**config.mk**
```make
export PLATFORM = sky130hd
export DESIGN_NAME = frame_gen
export DESIGN_NICKNAME = d
export VERILOG_FILES = /design/src/rtl/frame_gen.sv
export SDC_FILE = /design/constraint.sdc
export NUM_CORES = 1
export LEC_CHECK = 0
export ABC_AREA = 0
export BUFFER_PORTS_ARGS = -buffer_cell sky130_fd_sc_hd__buf_2
export CAP_MARGIN = 15
export CORE_UTILIZATION = 60
export DETAILED_ROUTE_END_ITERATION = 16
export PLACE_DENSITY = 0.83
export SLEW_MARGIN = 25
export SYNTH_ARGS = -nofsm -noshare
export SYNTH_HDL_FRONTEND = slang
export SYNTH_SLANG_ARGS = --single-unit
```
**constraint.sdc**
```tcl
create_clock -name clock -period 4.7 [get_ports clock]
set_input_delay 0.235 -clock clock [delete_from_list [all_inputs] [get_ports clock]]
set_output_delay 0.235 -clock clock [all_outputs]
set_load 0.03 [all_outputs]
```
**src/rtl/frame_gen.sv**
```systemverilog
// Packet-framing beat source: turns a start/len request into a head/valid/tail
// beat stream with hold bubbles and a fixed idle gap after every packet.
module frame_gen #(
  parameter int unsigned LEN_W = 4,
  parameter int unsigned GAP   = 2,
  parameter int unsigned CNT_W = 8
) (
  input  logic             clock,
  input  logic             reset,
  input  logic             start,
  input  logic [LEN_W-1:0] len,
  input  logic             hold,
  output logic             ready,
  output logic             head,
  output logic             tail,
  output logic             valid,
  output logic             err,
  output logic [CNT_W-1:0] pkt_count
);

  localparam int unsigned GCNT_W = 8;

  typedef enum logic [1:0] {S_IDLE, S_SEND, S_GAP} state_t;

  state_t             state_q;
  logic [LEN_W-1:0]   remain_q;
  logic               first_q;
  logic [GCNT_W-1:0]  gcnt_q;
  logic               head_q, tail_q, valid_q, err_q;
  logic [CNT_W-1:0]   pkt_count_q;

  logic [LEN_W-1:0]   beat_remain;
  logic               beat_first;
  logic               do_send;

  // The accepting edge already emits a beat, so it sources length/first from the request.
  always_comb begin
    beat_remain = remain_q;
    beat_first  = first_q;
    do_send     = 1'b0;
    if (state_q == S_IDLE) begin
      beat_remain = len;
      beat_first  = 1'b1;
      do_send     = start && (len != '0);
    end else if (state_q == S_SEND) begin
      do_send     = 1'b1;
    end
  end

  always_ff @(posedge clock or posedge reset) begin
    if (reset) begin
      state_q     <= S_IDLE;
      remain_q    <= '0;
      first_q     <= 1'b0;
      gcnt_q      <= '0;
      head_q      <= 1'b0;
      tail_q      <= 1'b0;
      valid_q     <= 1'b0;
      err_q       <= 1'b0;
      pkt_count_q <= '0;
    end else begin
      head_q  <= 1'b0;
      tail_q  <= 1'b0;
      valid_q <= 1'b0;
      err_q   <= 1'b0;

      if (state_q == S_IDLE && start && len == '0) begin
        err_q <= 1'b1;
      end

      if (do_send) begin
        if (hold) begin
          remain_q <= beat_remain;
          first_q  <= beat_first;
          state_q  <= S_SEND;
        end else begin
          valid_q <= 1'b1;
          head_q  <= beat_first;
          tail_q  <= (beat_remain == LEN_W'(1));
          if (beat_remain == LEN_W'(1)) begin
            pkt_count_q <= pkt_count_q + CNT_W'(1);
            remain_q    <= '0;
            first_q     <= 1'b0;
            gcnt_q      <= GCNT_W'(GAP);
            state_q     <= (GAP == 0) ? S_IDLE : S_GAP;
          end else begin
            remain_q <= beat_remain - LEN_W'(1);
            first_q  <= 1'b0;
            state_q  <= S_SEND;
          end
        end
      end else if (state_q == S_GAP) begin
        gcnt_q <= gcnt_q - GCNT_W'(1);
        if (gcnt_q == GCNT_W'(1)) begin
          state_q <= S_IDLE;
        end
      end
    end
  end

  assign ready     = (state_q == S_IDLE);
  assign head      = head_q;
  assign tail      = tail_q;
  assign valid     = valid_q;
  assign err       = err_q;
  assign pkt_count = pkt_count_q;

endmodule

```
; Yosys cells after proc, flatten, opt, wreduce, memory -nomap -nowiden
; Cells that the tools add are included.
[word_totals]
ff_bits = 27
inputBits = 8
out_inout_bits = 13
elab_cells = 53
[classes]
addsub = 3
n_eq_ne = 6
mux = 23
bitwise_logic = 1
reduce_logical = 11
[ops]
columns = operator, n
row1 = $mux W8, 4
row2 = $mux W4, 3
row3 = $mux W1, 11
row4 = $mux W2, 5
row5 = $add A8 B1 Y8 const B, 1
row6 = $eq A8 B1 Y1 const B, 1
row7 = $sub A8 B1 Y8 const B, 1
row8 = $reduce_and A3 Y1, 2
row9 = $eq A4 B1 Y1 const B, 1
row10 = $logic_not A4 Y1, 1
row11 = $reduce_bool A2 Y1, 2
row12 = $reduce_bool A4 Y1, 1
row13 = $sub A4 B1 Y4 const B, 1
row14 = $logic_and A1 B1 Y1, 3
row15 = $eq A2 B1 Y1 const B, 1
row16 = $eq A2 B2 Y1 const B, 1
row17 = $logic_not A2 Y1, 1
row18 = $ne A2 B1 Y1 const B, 1
row19 = $ne A2 B2 Y1 const B, 1
row20 = $reduce_and A2 Y1, 1
row21 = $not A1 Y1, 1

; Logic depth before layout (Yosys ltp)
; Gate-level depths: netlist (run 1).
[depth]
depth_word = 6
mapped_depth = 8
ltp_nobuf = 6

; Worst setup path before layout (run 1)
; No wires, ideal clock.
[synth_path]
kind = reg2reg
from = register state_q[0]
to = register pkt_count_q[1] (netlist: pkt_count[1])
setup_time_ns = 0.127
arrival_time_ns = 1.725
required_ns = 4.573
setup_slack_ns = 2.847
path_stages_with_launch = 8
n_path_buf = 2
period_less_slack_ns = 1.853
path_cell_list = dfrtp_1 -> buf_6 -> or2_1 -> buf_6 -> inv_6 -> nand3b_4 -> a211oi_4 -> mux2_1
[synth_between]
elab_chain_len = 4
word_cells_on_any_way = 7
cone_classes = eq/ne: 2 / mux: 3 / reduce/logical: 2
[synth_lines]
columns = element, line
row1 = from (decl), 25  ; state_t state_q;
row2 = from (signal assigned), 85  ; state_q <= (GAP == 0) ? S_IDLE : S_GAP;
row3 = $logic_not A2 Y1 (*), --
row4 = named net ready, 13  ; output logic ready,
row5 = $mux W4, 41  ; if (state_q == S_IDLE) begin
row6 = $eq A4 B1 Y1, 80  ; if (beat_remain == LEN_W'(1)) begin
row7 = $reduce_and A3 Y1 (no source line) (*), --
row8 = to (signal assigned), 81  ; pkt_count_q <= pkt_count_q + CNT_W'(1);
row9 = to (decl), 30  ; logic [CNT_W-1:0] pkt_count_q;
; The timed path passes the listed nets; every way through them passes the cells marked *.
; A chain may end at the register's enable or synchronous reset.

; Worst setup path after layout (run 1)
[layout_path]
from = register state_q[0]
to = register pkt_count_q[4] (netlist: pkt_count[4])
[layout_between]
elab_chain_len = 4
word_cells_on_any_way = 7
cone_classes = eq/ne: 2 / mux: 3 / reduce/logical: 2
[layout_lines]
columns = element, line
row1 = $logic_not A2 Y1 / $eq A2 B1 Y1 (equally long branches), "41, 45"
row2 = $mux W4 / $mux W1 (equally long branches), "41, 45"
row3 = $eq A4 B1 Y1 / $mux W1 (equally long branches), "80, 41"
row4 = $reduce_and A3 Y1 (no source line) (*), --
; Every way passes the cells marked *; elsewhere a longest branch is shown, timed or not.

==> flow_metrics.tcl, run 1 <==
set metrics [dict create \
    status "completed" \
    fin_util_pct 71.1 \
    crit_required_ps 4940 \
    worst_pin_slew_ps 780 \
    grt_use_total_pct 24.4 \
    n_fill_cell 170 \
    dp_hpwl_um 2080 \
    synth.top_cell.area_share_pct 45.3 \
    synth-edff-count 0 \
    core.rowCount 17 \
    numClockSinks 27 \
    holdPathEnd "err" \
    rr_startpoint "state_q[0]" \
    routed_wl_um 2890 \
    grt_pass1_wl_um 4850 \
    rsz0062_at_grt "no" \
    rr_worst_depth 5 \
    syn_nets 163 \
    synthArstFlopShare_pct 100 \
    syn_inst 152 \
    grt_remaining_overflow 0 \
    ys_top_cells_by_area "dfrtp_1, nor2_1, xnor2_1" \
    dieHeight_um 51.9 \
    ir_drop_uv 297 \
    hp-class "primary input to flop" \
    cts_buffers 3 \
    yosys.area.top_type "dfrtp_1" \
    grt_max_degree 28 \
    route.met3.wl_um 121 \
    cts_tree "yes" \
    ys_ff_latch 27 \
    relSlewSlack_pct 47.8 \
    ant_nets 0 \
    wire_per_inst_um 14.6 \
    via_per_inst 6.02 \
    h-tree-depth 1 \
    vias 1192 \
    finalSetupViolations 0 \
    synth_cell_types 44 \
    finClkSkew_ps 6.91 \
    post-route-min-period_ps 2560 \
    holdCritStartpoint "start" \
    drt_iter0_markers 25 \
    top_layer "met4" \
    synth-main-ff-cell "dfrtp_1" \
    seqCellArea_um2 676 \
    cts_resized 0 \
    die-area_um2 2690 \
    portBuffers 20 \
    critPathLaunchType "flop" \
    ys_seq_area_share_pct 45.3 \
    placed_cells 193 \
    mostFrequentLayoutCell "dfrtp_1" \
    die_w_um 51.9 \
    drc_errors 0 \
    fin_setup_tns_ps 0 \
    clock_path_buffers 2 \
    crit_arrival_ps 2800 \
    power-per-cell-area_nw_per_um2 462 \
    cts-root-buf "clkbuf_4" \
    period_share_pct 54.5 \
    reg2reg_to "pkt_count[4]" \
    hold_viol_final 0 \
    fin_cells 198 \
    leakage_nw 0.727 \
    setup_slack_ps 2140 \
    antenna_found_initial 0 \
    final_max_slew_viol_count 0 \
    insertion_delay_ps 320 \
    drt_first_pass_iters 4 \
    core_area_um2 2280 \
    drive_gt1_share_pct 19.4 \
    fmax_ghz 0.390 \
    ys.warnings.count 0 \
    cp_max_fo 19 \
    multi_input_area_um2 736 \
    setup.worst_path.class "flop to flop" \
    maxCapViolCount 0 \
    pre_cts_ws_ps 2130 \
    final_cell_mix "dfrtp_1, nor2_1, buf_2, a21oi_1, xnor2_1" \
    place_congestion 0.966 \
    met2WireLength_um 1460 \
    syn_area_um2 1490 \
    worst_setup_path_end_kind "flop" \
    start_util_pct 65.6 \
    layout.nets 182 \
    n_antenna_cell 0 \
    avgSynthCellArea_um2 9.82 \
    drt-met1-wl_um 1260 \
    grt_pass1_vias 1156 \
    io_pins 21 \
    area_growth_syn_to_layout_pct 8.38 \
    hold_path_depth 2 \
    path_clk_slew_ps 150 \
    rrSetupSlack_ps 2140 \
    timing.hold.ws_ps 228 \
]
==> power breakdown <==
part	total, W	switching [W]	internal (W)
Combinational	0.000253	0.000147	0.000106
Clock	0.000102	0.0000692	0.0000324
Sequential	0.000393	0.0000923	0.000300
==> cell usage after synthesis, drive strengths merged (4+ instances only) <==
library cell and number:
nor2 23, o21ai 6, dfrtp 27, nor4 5
inv 7, buf 4, xor2 4, a21oi 11
xnor2 9, nand4 4, nand2 8
==> cell type report <==
cell class	instances	share of cell area, %
Tap cell	28	2.17
Sequential cell	27	41.8
Clock inverter	1	0.464
Timing Repair Buffer	21	6.81
Clock buffer	3	1.39
Inverter	7	1.93
Multi-Input combinational cell	111	45.5
==> metal layers <==
| metal | up-vias | global-route usage (%) |
|---|---|---|
| met5 | - | 0 |
| met4 | 0 | 10.4 |
| met3 | 4 | 3.22 |
| met2 | 32 | 41.5 |
| met1 | 585 | 30.9 |
| li1 | 571 | - |
==> through the flow <==
stage / total power (W) / cell area [µm²]
floorplan: 0.000582 / 1490
global placement: 0.000625 / 1580
detailed placement: 0.000647 / 1580
CTS: 0.000749 / 1610
global route: 0.000798 / 1620
finish: 0.000747 / 1620
==> worst max-delay path by stage <==
| stage | startpoint | endpoint | cells past startpoint |
|---|---|---|---|
| 6_report | state_q[0] | pkt_count[4] | 5 |
| 5_1_grt | state_q[0] | pkt_count[4] | 5 |
| 4_1_cts | state_q[0] | pkt_count[4] | 5 |
| 3_3_place_gp | state_q[0] | pkt_count[1] | 4 |
| 2_1_floorplan | state_q[0] | pkt_count[1] | 7 |
| 3_5_place_dp | state_q[0] | pkt_count[4] | 5 |
==> cells by family after synthesis <==
kind of cell / count (synthesis) / share of synthesized area, %
AO/OA/AOI/OAI: 30 / 14.7
AND/OR/NAND/NOR: 64 / 23.2
adder cells (fa/ha/maj): 3 / 2.51
flip-flops: 27 / 45.3
buffers and inverters: 14 / 5.45
XOR/XNOR: 13 / 8.13
multiplexers: 1 / 0.754
==> repair_timing <==
action | 4_1_cts | 5_1_grt
endpoints found under the hold margin | 0 | 27
setup buffers | 0 | 0
hold buffers | 0 | 1
==> registers in the layout (all words and copies together) (netlist names) <==
register and cells:
err 1, first_q 1, gcnt_q 8, head 1, pkt_count 8, remain_q 4, state_q 2, tail 1
valid 1
==> worst max-delay path, stage by stage, from the launching register on <==
cell      delay [ps]
dfrtp_1          720
or2_1            380
nand3b_1         190
a211oi_4         730
nand4_1          220
xnor2_1          230
(Power assumes the default switching activity.)
==> run 2, diff against run 1 <==
Settings changed: ABC_AREA 0 to 1, CORE_UTILIZATION 60 to 50, PLACE_DENSITY 0.83 to 0.74.
Clock period 4.7 ns to 2.2 ns, I/O delays scaled along.
==> run 2 against run 1 <==
  * Synthesized cell count grew 14%
  * First-iteration DRC count up 120%
  * Flip-flop and latch count stayed put
  * Sequential share of layout area rose by 0.82 points
  * Combinational power grew to 3.0 times the previous value
  * Worst hold slack got worse by 160 ps
  * Clock skew fell by 3.6 ps
  * Final cell count up 16%
  * Utilization fell by 9.3 points
  * Global-route usage down 3.2 points
==> flow_metrics.tcl, run 2 <==
set metrics [dict create \
    finalSetupViolations 0 \
    grt_max_degree 28 \
    power-per-cell-area_nw_per_um2 1090 \
    synth_cell_types 24 \
    holdPathEnd "err" \
    n_fill_cell 234 \
    synth-edff-count 0 \
    cts_tree "yes" \
    fin_util_pct 61.8 \
    wire_per_inst_um 11.6 \
    dpl-instance-area_um2 1530 \
    dieHeight_um 55.0 \
    dp_hpwl_um 1930 \
    routed_wl_um 2680 \
    synth_fa_ha_area_share_pct 2.67 \
    start_util_pct 54.7 \
    grt_use_total_pct 21.2 \
    grt_remaining_overflow 0 \
    status "completed" \
    fin_setup_tns_ps 0 \
    synth-main-ff-cell "dfrtp_1" \
    insertion_delay_ps 320 \
    relSlewSlack_pct 71.0 \
    reg2reg_to "pkt_count[2]" \
    n_antenna_cell 0 \
    ys.warnings.count 0 \
    synthMuxAreaShare_pct 0 \
    layout.nets 212 \
    drc_errors 0 \
    cts_buffers 3 \
    rr_worst_depth 7 \
    yosysMostFrequentCell "nand2_1" \
    post-route-min-period_ps 1670 \
    fmax_ghz 0.599 \
    synth_top_family_by_area "simple AND/OR/NAND/NOR gates" \
    netlist_top_cells_count "nand2_1, dfrtp_1, nor2_1" \
    synthSimpleGateAreaFrac_pct 33.3 \
    synthArstFlopShare_pct 100 \
    worst_setup_path_end_kind "flop" \
    drt_iter0_markers 54 \
    rsz0062_at_grt "no" \
    design_area_um2 1590 \
    syn_inst 174 \
    final_cell_mix "nand2_1, dfrtp_1, nor2_1, buf_2, inv_1" \
    grt_pass1_wl_um 4530 \
    ys_ff_latch 27 \
    grt_pass1_vias 1076 \
    final_max_slew_viol_count 0 \
    die-area_um2 3020 \
    rr_startpoint "state_q[1]" \
    rrSetupSlack_ps 530 \
    period_share_pct 75.9 \
    crit_required_ps 2450 \
    crit_arrival_ps 1920 \
    ys_top_cells_by_area "dfrtp_1, nand2_1, nor2_1" \
    io_pins 21 \
    maxCapViolCount 0 \
    h-tree-depth 1 \
    via_per_inst 5.16 \
    place_congestion 0.798 \
    vias 1186 \
    finClkSkew_ps 3.31 \
    yosys.area.top_type "dfrtp_1" \
    die_w_um 55.0 \
    portBuffers 20 \
    power.total_w 0.00174 \
    ys_seq_area_share_pct 48.1 \
    holdCritStartpoint "len[0]" \
    synth.top_cell.area_share_pct 48.1 \
    syn_area_um2 1400 \
    clock_path_buffers 2 \
    worst_pin_slew_ps 431 \
    leakage_nw 0.865 \
    path_clk_slew_ps 140 \
    antenna_found_initial 0 \
    syn_nets 185 \
    hp-class "primary input to flop" \
    area_growth_syn_to_layout_pct 13.0 \
    drive_gt1_share_pct 16.0 \
    hold_path_depth 4 \
    core_area_um2 2570 \
    synth_compound_area_share_pct 3.92 \
    core.rowCount 18 \
    ant_nets 0 \
    drt_first_pass_iters 4 \
    ir_drop_uv 730 \
    synth-xor-area-share_pct 6.86 \
    avgSynthCellArea_um2 8.07 \
    cts-root-buf "clkbuf_4" \
    cp_max_fo 12 \
    setup.worst_path.class "flop to flop" \
    hold_viol_final 0 \
    mostFrequentLayoutCell "nand2_1" \
    critPathLaunchType "flop" \
    numClockSinks 27 \
]
==> run 2: how the worst max path moves through the flow <==
stage,from,end,slack (ps),cells after the start
floorplan,state_q[1],pkt_count[3],570,9
global placement,state_q[1],pkt_count[2],610,8
detailed placement,state_q[1],pkt_count[2],530,7
CTS,state_q[1],pkt_count[2],520,7
global route,state_q[1],pkt_count[2],280,7
finish,state_q[1],pkt_count[2],530,7
==> run 2: layer usage <==
layer | GRT usage (%) | vias up | wire length, µm
met4 | 9.17 | 0 | 47
li1 | - | 606 | -
met3 | 2.46 | 6 | 124
met2 | 34.5 | 39 | 1250
met1 | 28.4 | 535 | 1260
met5 | 0 | - | 0
==> run 2: kinds of logic (layout without fill, tap and decap cells) <==
group | after synthesis | in the layout
buf+inv | 16 | 42
simple gates | 107 | 107
flops | 27 | 27
xor+xnor | 11 | 11
fa+ha+maj | 3 | 3
compound gates | 10 | 10
==> run 2: power breakdown <==
group          leakage [nW]  switching (W)  internal [W]
Clock                0.0150       0.000145     0.0000711
Combinational         0.499       0.000504      0.000258
Sequential            0.350       0.000116      0.000642
Total                 0.865       0.000766      0.000971
==> run 2: cell type report <==
class | count | area (µm²) | area share, %
well taps | 30 | 37.5 | 2.37
flip-flops and latches | 27 | 676 | 42.6
multi-input cells | 131 | 657 | 41.4
clock buffers | 4 | 26.3 | 1.66
inverters | 14 | 52.6 | 3.31
repair buffers | 24 | 138 | 8.68
==> run 2: through the flow <==
step	instances	setup WS, ps	hold slack (ps)
2_1_floorplan	174	575	163
3_3_place_gp	223	614	180
3_5_place_dp	223	529	188
4_1_cts	230	517	51.9
5_1_grt	230	280	80.6
6_report	230	530	65.6
==> run 2: repair_timing <==
item                      in CTS  in global routing
setup buffers                  0                  0
hold endpoints to repair      30                  0
hold buffers                   3                  0
resized for setup              0                  0
==> run 2: critical path, cell delays in order (launching register included) <==
cell and delay (ps):
dfrtp_1 440, inv_1 100, nand2_1 110, nand2_1 120, nand2_2 80, nor2_4 130, nand3_1 350, o21ai_0 270
